File: src/rtl/aes256_round_key_store.sv
// AES-256 round key store: captures the 15 round keys streamed by the key
// expander and serves them through a registered random-access read port
// with forward or reverse round indexing.
module aes256_round_key_store #(
  parameter int NUM_KEYS = 15,
  parameter int KEY_W    = 128,
  parameter int IDX_W    = 4
) (
  input  logic             clk,
  input  logic             reset,
  input  logic             load_start,
  input  logic             key_in_valid,
  input  logic [KEY_W-1:0] key_in,
  output logic             keys_ready,
  output logic             loading,
  input  logic             rd_en,
  input  logic             rd_reverse,
  input  logic [IDX_W-1:0] rd_round,
  output logic             rd_valid,
  output logic [KEY_W-1:0] rd_data,
  output logic             rd_err
);

  localparam logic [IDX_W-1:0] LAST_IDX = IDX_W'(NUM_KEYS - 1);

  typedef enum logic [1:0] {
    EMPTY,
    LOADING,
    READY
  } state_t;

  state_t           state;
  state_t           state_next;
  logic [IDX_W-1:0] wr_ptr;
  logic [IDX_W-1:0] wr_ptr_next;
  logic             wr_en;
  logic             rd_accept;
  logic [IDX_W-1:0] rd_idx;

  logic [KEY_W-1:0] key_mem [NUM_KEYS];

  // State and write pointer registers
  always_ff @(posedge clk) begin
    if (reset) begin
      state  <= EMPTY;
      wr_ptr <= '0;
    end else begin
      state  <= state_next;
      wr_ptr <= wr_ptr_next;
    end
  end

  // Next-state logic; load_start always takes priority over an incoming key
  always_comb begin
    state_next  = state;
    wr_ptr_next = wr_ptr;
    wr_en       = 1'b0;
    case (state)
      EMPTY: begin
        if (load_start) begin
          state_next  = LOADING;
          wr_ptr_next = '0;
        end
      end
      LOADING: begin
        if (load_start) begin
          wr_ptr_next = '0;
        end else if (key_in_valid) begin
          wr_en = 1'b1;
          if (wr_ptr == LAST_IDX) begin
            state_next  = READY;
            wr_ptr_next = '0;
          end else begin
            wr_ptr_next = wr_ptr + 1'b1;
          end
        end
      end
      READY: begin
        if (load_start) begin
          state_next  = LOADING;
          wr_ptr_next = '0;
        end
      end
      default: begin
        state_next  = EMPTY;
        wr_ptr_next = '0;
      end
    endcase
  end

  // Status outputs decoded from registered state only
  always_comb begin
    loading    = (state == LOADING);
    keys_ready = (state == READY);
  end

  // Key register file; contents are don't-care until a full load completes
  always_ff @(posedge clk) begin
    if (wr_en) begin
      key_mem[wr_ptr] <= key_in;
    end
  end

  // Read acceptance and effective index; reverse math only matters when accepted
  always_comb begin
    rd_accept = rd_en && (state == READY) && (rd_round <= LAST_IDX);
    rd_idx    = rd_reverse ? (LAST_IDX - rd_round) : rd_round;
  end

  // Registered read port with one-cycle latency
  always_ff @(posedge clk) begin
    if (reset) begin
      rd_valid <= 1'b0;
      rd_err   <= 1'b0;
      rd_data  <= '0;
    end else begin
      rd_valid <= rd_accept;
      rd_err   <= rd_en && !rd_accept;
      rd_data  <= rd_accept ? key_mem[rd_idx] : '0;
    end
  end

endmodule

File: config.mk
export PLATFORM = sky130hd
export DESIGN_NAME = aes256_round_key_store
export DESIGN_NICKNAME = d
export VERILOG_FILES = /design/src/rtl/aes256_round_key_store.sv
export SDC_FILE = /design/constraint.sdc
export NUM_CORES = 2
export LEC_CHECK = 0
export CORE_ASPECT_RATIO = 1.75
export CORE_MARGIN = 2
export CORE_UTILIZATION = 30
export CTS_CLUSTER_SIZE = 16
export DETAILED_ROUTE_END_ITERATION = 12
export SLEW_MARGIN = 20
export SYNTH_ARGS = -nofsm -noshare
export SYNTH_HDL_FRONTEND = slang
export SYNTH_SLANG_ARGS = --single-unit
File: constraint.sdc
create_clock -name clk -period 18 [get_ports clk]
set_clock_uncertainty 0.1 [all_clocks]
set_input_delay 3.6 -clock clk [delete_from_list [all_inputs] [get_ports clk]]
set_output_delay 3.6 -clock clk [all_outputs]
set_load 0.05 [all_outputs]
# Word level (Yosys, flattened, before mapping)
# Memory sizes are Yosys's and may differ from the RTL's. A register that Yosys moved wholly into a read port is not among the register bits.
# Index checks and enable logic that the tools add are counted.
# word_totals
out_inout_bits,132
ram_bits,1920
word_cells,42
input_bits,138
reg_bits,8
memories,1
# classes
n_eq_ne,8
n_lt_le_gt_ge,1
n_reduce_logical,9
n_addsub,2
mux,16
bitwise,1
# mem_list
name,depth,width,rd,rd_clocked_by_memory_dff,wr,line,rtl
key_mem,15,128,1,1,1,40,logic [KEY_W-1:0] key_mem [NUM_KEYS];
# op_table
op,n
$mux 4,5
$mux 2,4
$pmux 4 s2,1
$mux 1,5
$add 4x1->4 const B,1
$eq 4x4->1 const B,1
$le 4x4->1 const B,1
$ne 2x1->1 const B,2
$ne 2x2->1 const B,2
$pmux 2 s2,1
$reduce_and 4->1,1
$reduce_or 2->1,2
$sub 4x4->4 const A,1
$logic_and 1x1->1,3
$ne 3x3->1 const B,1
$eq 2x1->1 const B,1
$eq 2x2->1 const B,1
$logic_not 2->1,1
$reduce_and 2->1,1
$logic_not 1->1,1
$not 1->1,1

# Longest topological paths before layout
# depth
ltp_word,5
mapped_depth,13
ltp_nobuf,7

# Worst setup path after synthesis
# OpenSTA, ideal clock, no wires.
# synth_timing
path_kind,input-to-reg
startpoint,input port load_start
endpoint,memory key_mem[0][0] (enable)
arrival_time_ns,13.016
setup_slack_ns,4.113
t_required_ns,17.128
n_path_buf,0
cell_stages,4
setup_time_ns,0.772
path_cell_list,nor3b_1 -> nand2_1 -> or3_1 -> nor3_1
# synth_between
elab_chain_len,4
# synth_lines
item,line,rtl
"start, declared",11,"input logic load_start,"
$mux 1,66,if (load_start) begin
$mux 1,58,case (state)
$mux 1,99,if (wr_en) begin
$mux 1 (implied by the code),100,key_mem[wr_ptr] <= key_in;
"end, declared",40,
# Every way passes these cells.

# Worst setup path after layout
# layout_timing
startpoint,input port rd_round[0]
endpoint,register rd_data[3] (read register of key_mem)
# layout_between
elab_chain_len,4
word_cells_on_any_way,6
cone_classes,1 x add/sub; 1 x order compare; 1 x mux; 1 x bitwise; 2 x reduce/logical
# layout_lines
item,line,rtl
"start, declared",18,"input logic [IDX_W-1:0] rd_round,"
$le 4x4->1,106,rd_accept = rd_en && (state == READY) && (rd_round <= LAST_IDX);
$logic_and 1x1->1,106,
$not 1->1 (no line),n/a,
$reduce_or 2->1 (no line),n/a,
"end, declared",20,"output logic [KEY_W-1:0] rd_data,"
# Several ways; a longest one is shown, not always the timed one.
# A chain may end at the register's enable or synchronous reset.

==> metrics.cfg <==
[clocking]
ctsResizeCount=0
ctsHoldBuffers=0
cts_tree=built
h-tree-depth=4
cts_setup_buffers=0
clk_path_buf_depth=4
clock-sinks=2056
clockRootBuffer=clkbuf_16
cts.clk_slew.worst_paths_ps=60
cts_made_buffers=198
insertion_delay_ps=850

[floorplan]
io_pins=270
die_w_um=384.7
coreArea_mm2=0.2525
die_area_mm2=0.2579
start_util_pct=30.14
die_h_um=670.3
rows=244

[worst_hold_path]
min_delay_path_depth=1
min_from=state[1]
hold_class=reg -> reg
holdPathEnd=state[0]

[run]
max_cap_violations=0

[final_layout]
drive_above_1_share_pct=26.34
stdcell_area_mm2=0.08931
fin_util_pct=35.37
area_delta_synth_final_pct=17.35
nets=3836
finalNonFillerCells=7182

[logic_synthesis]
yosysSeqAreaShare_pct=79.33
yosys_warnings=0
ys_types=41
synth_seq_cells=2056
syn_avg_cell_area_um2=22.85
syn_inst=3331
syn-num-nets=3471
syn_area_mm2=0.07611

[sta]
fin_crit_ps=7723
setup_viol=0
finalMaxSlewViolations=0
period_share_pct=42.91
tightestPinTransition_ps=1119
worst_slack_ps=10280
hold_viol=0
setup_tns_ps=0
slew-limit-headroom_pct=25.42
rsz0062_at_grt=no
whs_ps=436.7
fmax_mhz=129.5

[global_routing]
grt_pass1_vias=37100
grt_max_degree=127
grt_overflow=0
antenna_found_initial=43
grt_usage_pct=14.61
grt_pass1_wl_um=271800

[critical_path]
r2r-start=wr_ptr[1]
cp_top_family=buffers and inverters
critPathKind=in -> reg
cp_cell_sequence=buf_8 > buf_12 > buf_4 > buf_4 > buf_4 > mux2_2 > mux2_2 > mux2i_1 > o21ai_1
crit_buf_inv=5
worstPathMaxFanout=109
worstSetupStartpoint=rd_round[0]
timing.rr.end=key_mem[14][41]
ff2ff_path_depth=6
cp-end-kind=flop
cp.required_ps=18540
startpoint_type=input port
critPathArrivalTime_ps=8270
slowest_stage=buf_4
slowest_delay_ps=800
crit_path_frequent_cell=buf_4
r2r_slack_ps=13880

[power_and_ir_drop]
leakage_nw=27.54
vdd_drop_max_mv=0.07092
finalPower_mw=9.817
power.density_mw_per_mm2=109.9

[drt]
drt_iter0_markers=3262
routed_via_density=4.909
num_vias=35250
firstDrtPassIters=8
wire_per_inst_um=26.68
drc=0
ant_nets=0
wl_um=191600

[place]
pre_cts_slack_ps=9249
gp_congestion=0.7037
postPlaceCellArea_mm2=0.08286
numPortBuffers=269
place_hpwl_um=94100
dp.cells=6817

[run_status]
status=complete, no violations

## metal layers
layer  up-vias  track usage (%)  part of all wire, %
met5         -                0                 0.12
met4        34            4.395                  2.9
met3       345            2.498                  5.5
met2      1089            24.76                   50
met1     19070            19.10                   42
li1      14710                -                    -
## cell families (layout without fill, tap and decap cells)
group	after synthesis	after routing	synth area share, %
buffers and inverters	175	697	1.144
multiplexers	768	768	16.83
XOR/XNOR	2	2	0.04276
adder cells (fa/ha/maj)	2	2	0.03287
other	0	8	0
AND/OR/NAND/NOR	55	55	0.3666
AO/OA/AOI/OAI	273	273	2.247
flip-flops	2056	2056	79.33
## synthesized netlist by cell type
| library cell | number | share of area [%] |
|---|---|---|
| mux2_1 | 20 | 0.30 |
| nand2_1 | 10 | 0.049 |
| a2111oi_0 | 1 | 0.012 |
| nor3_1 | 7 | 0.046 |
| clkbuf_2 | 3 | 0.020 |
| nor2b_1 | 2 | 0.016 |
| mux2i_1 | 129 | 1.7 |
| mux2i_4 | 1 | 0.030 |
| or3_1 | 2 | 0.016 |
| and2_1 | 1 | 0.0082 |
| a31oi_1 | 1 | 0.0082 |
| buf_1 | 13 | 0.064 |
| a22oi_1 | 127 | 1.3 |
| clkbuf_1 | 30 | 0.15 |
| nand3b_1 | 1 | 0.0099 |
| mux4_2 | 383 | 11 |
| a41oi_1 | 1 | 0.012 |
| o21ai_2 | 1 | 0.012 |
| o21ai_0 | 2 | 0.013 |
| xor2_2 | 1 | 0.021 |
| ha_1 | 2 | 0.033 |
| nand4b_1 | 3 | 0.035 |
| buf_2 | 105 | 0.69 |
| xnor2_2 | 1 | 0.021 |
| inv_1 | 3 | 0.015 |
| a311oi_1 | 1 | 0.012 |
| edfxtp_1 | 1920 | 76 |
| a21boi_1 | 1 | 0.0099 |
| a21oi_1 | 8 | 0.053 |
| nor3b_1 | 2 | 0.020 |
| mux2_2 | 235 | 3.5 |
| and3b_1 | 1 | 0.012 |
| dfxtp_1 | 136 | 3.6 |
| nor4_1 | 2 | 0.016 |
| nand2b_1 | 5 | 0.041 |
| a211oi_1 | 2 | 0.020 |
| o21a_1 | 1 | 0.0099 |
| o21ai_1 | 127 | 0.84 |
| nor2_1 | 17 | 0.084 |
| nand3_1 | 2 | 0.013 |
| buf_4 | 21 | 0.21 |
## sequential cells by signal, summed over array words and instances (netlist names)
register	count
key_mem	1920
state	2
rd_valid	1
rd_err	1
wr_ptr	4
rd_data	128
## how the worst max path moves through the flow
stage,endpoint,cells after the start
2_1_floorplan,key_mem[0][0],4
3_3_place_gp,rd_data[91],8
3_5_place_dp,rd_data[91],8
4_1_cts,rd_data[3],9
5_1_grt,rd_data[3],8
6_report,rd_data[3],9
## layout make-up
cell class                      count  area (um2)
Clock buffer                      247        5350
Antenna cell                        8       20.02
Timing Repair Buffer              337        3308
Multi-Input combinational cell   1100       15000
Tap cell                         3321        4155
Sequential cell                  2056       60380
Fill cell                       23040      163200
Clock inverter                    110        1084
Inverter                            3       18.77
## power breakdown
part           leakage, nW  switching (mW)  internal [mW]
combinational         6.04           0.238          0.199
clock                 3.14            1.80           2.35
sequential            18.4         0.00224           5.23
total                 27.5            2.04           7.77
## layout by cell type (no fill, tap or decap), types with 10 or more instances in the layout
master	synthesis	final
clkbuf_16	0	199
bufinv_16	0	16
o21ai_1	127	127
edfxtp_1	1920	1920
clkinvlp_4	0	16
mux4_2	383	383
a22oi_1	127	127
dfxtp_1	136	136
mux2i_1	129	129
clkinv_1	0	21
buf_4	21	60
clkdlybuf4s50_1	0	268
clkinv_2	0	41
clkbuf_8	0	19
nor2_4	0	10
mux2_1	20	20
clkbuf_1	30	29
nand2_1	10	10
mux2_2	235	235
No activity file was read; power rests on OpenSTA's default activity.
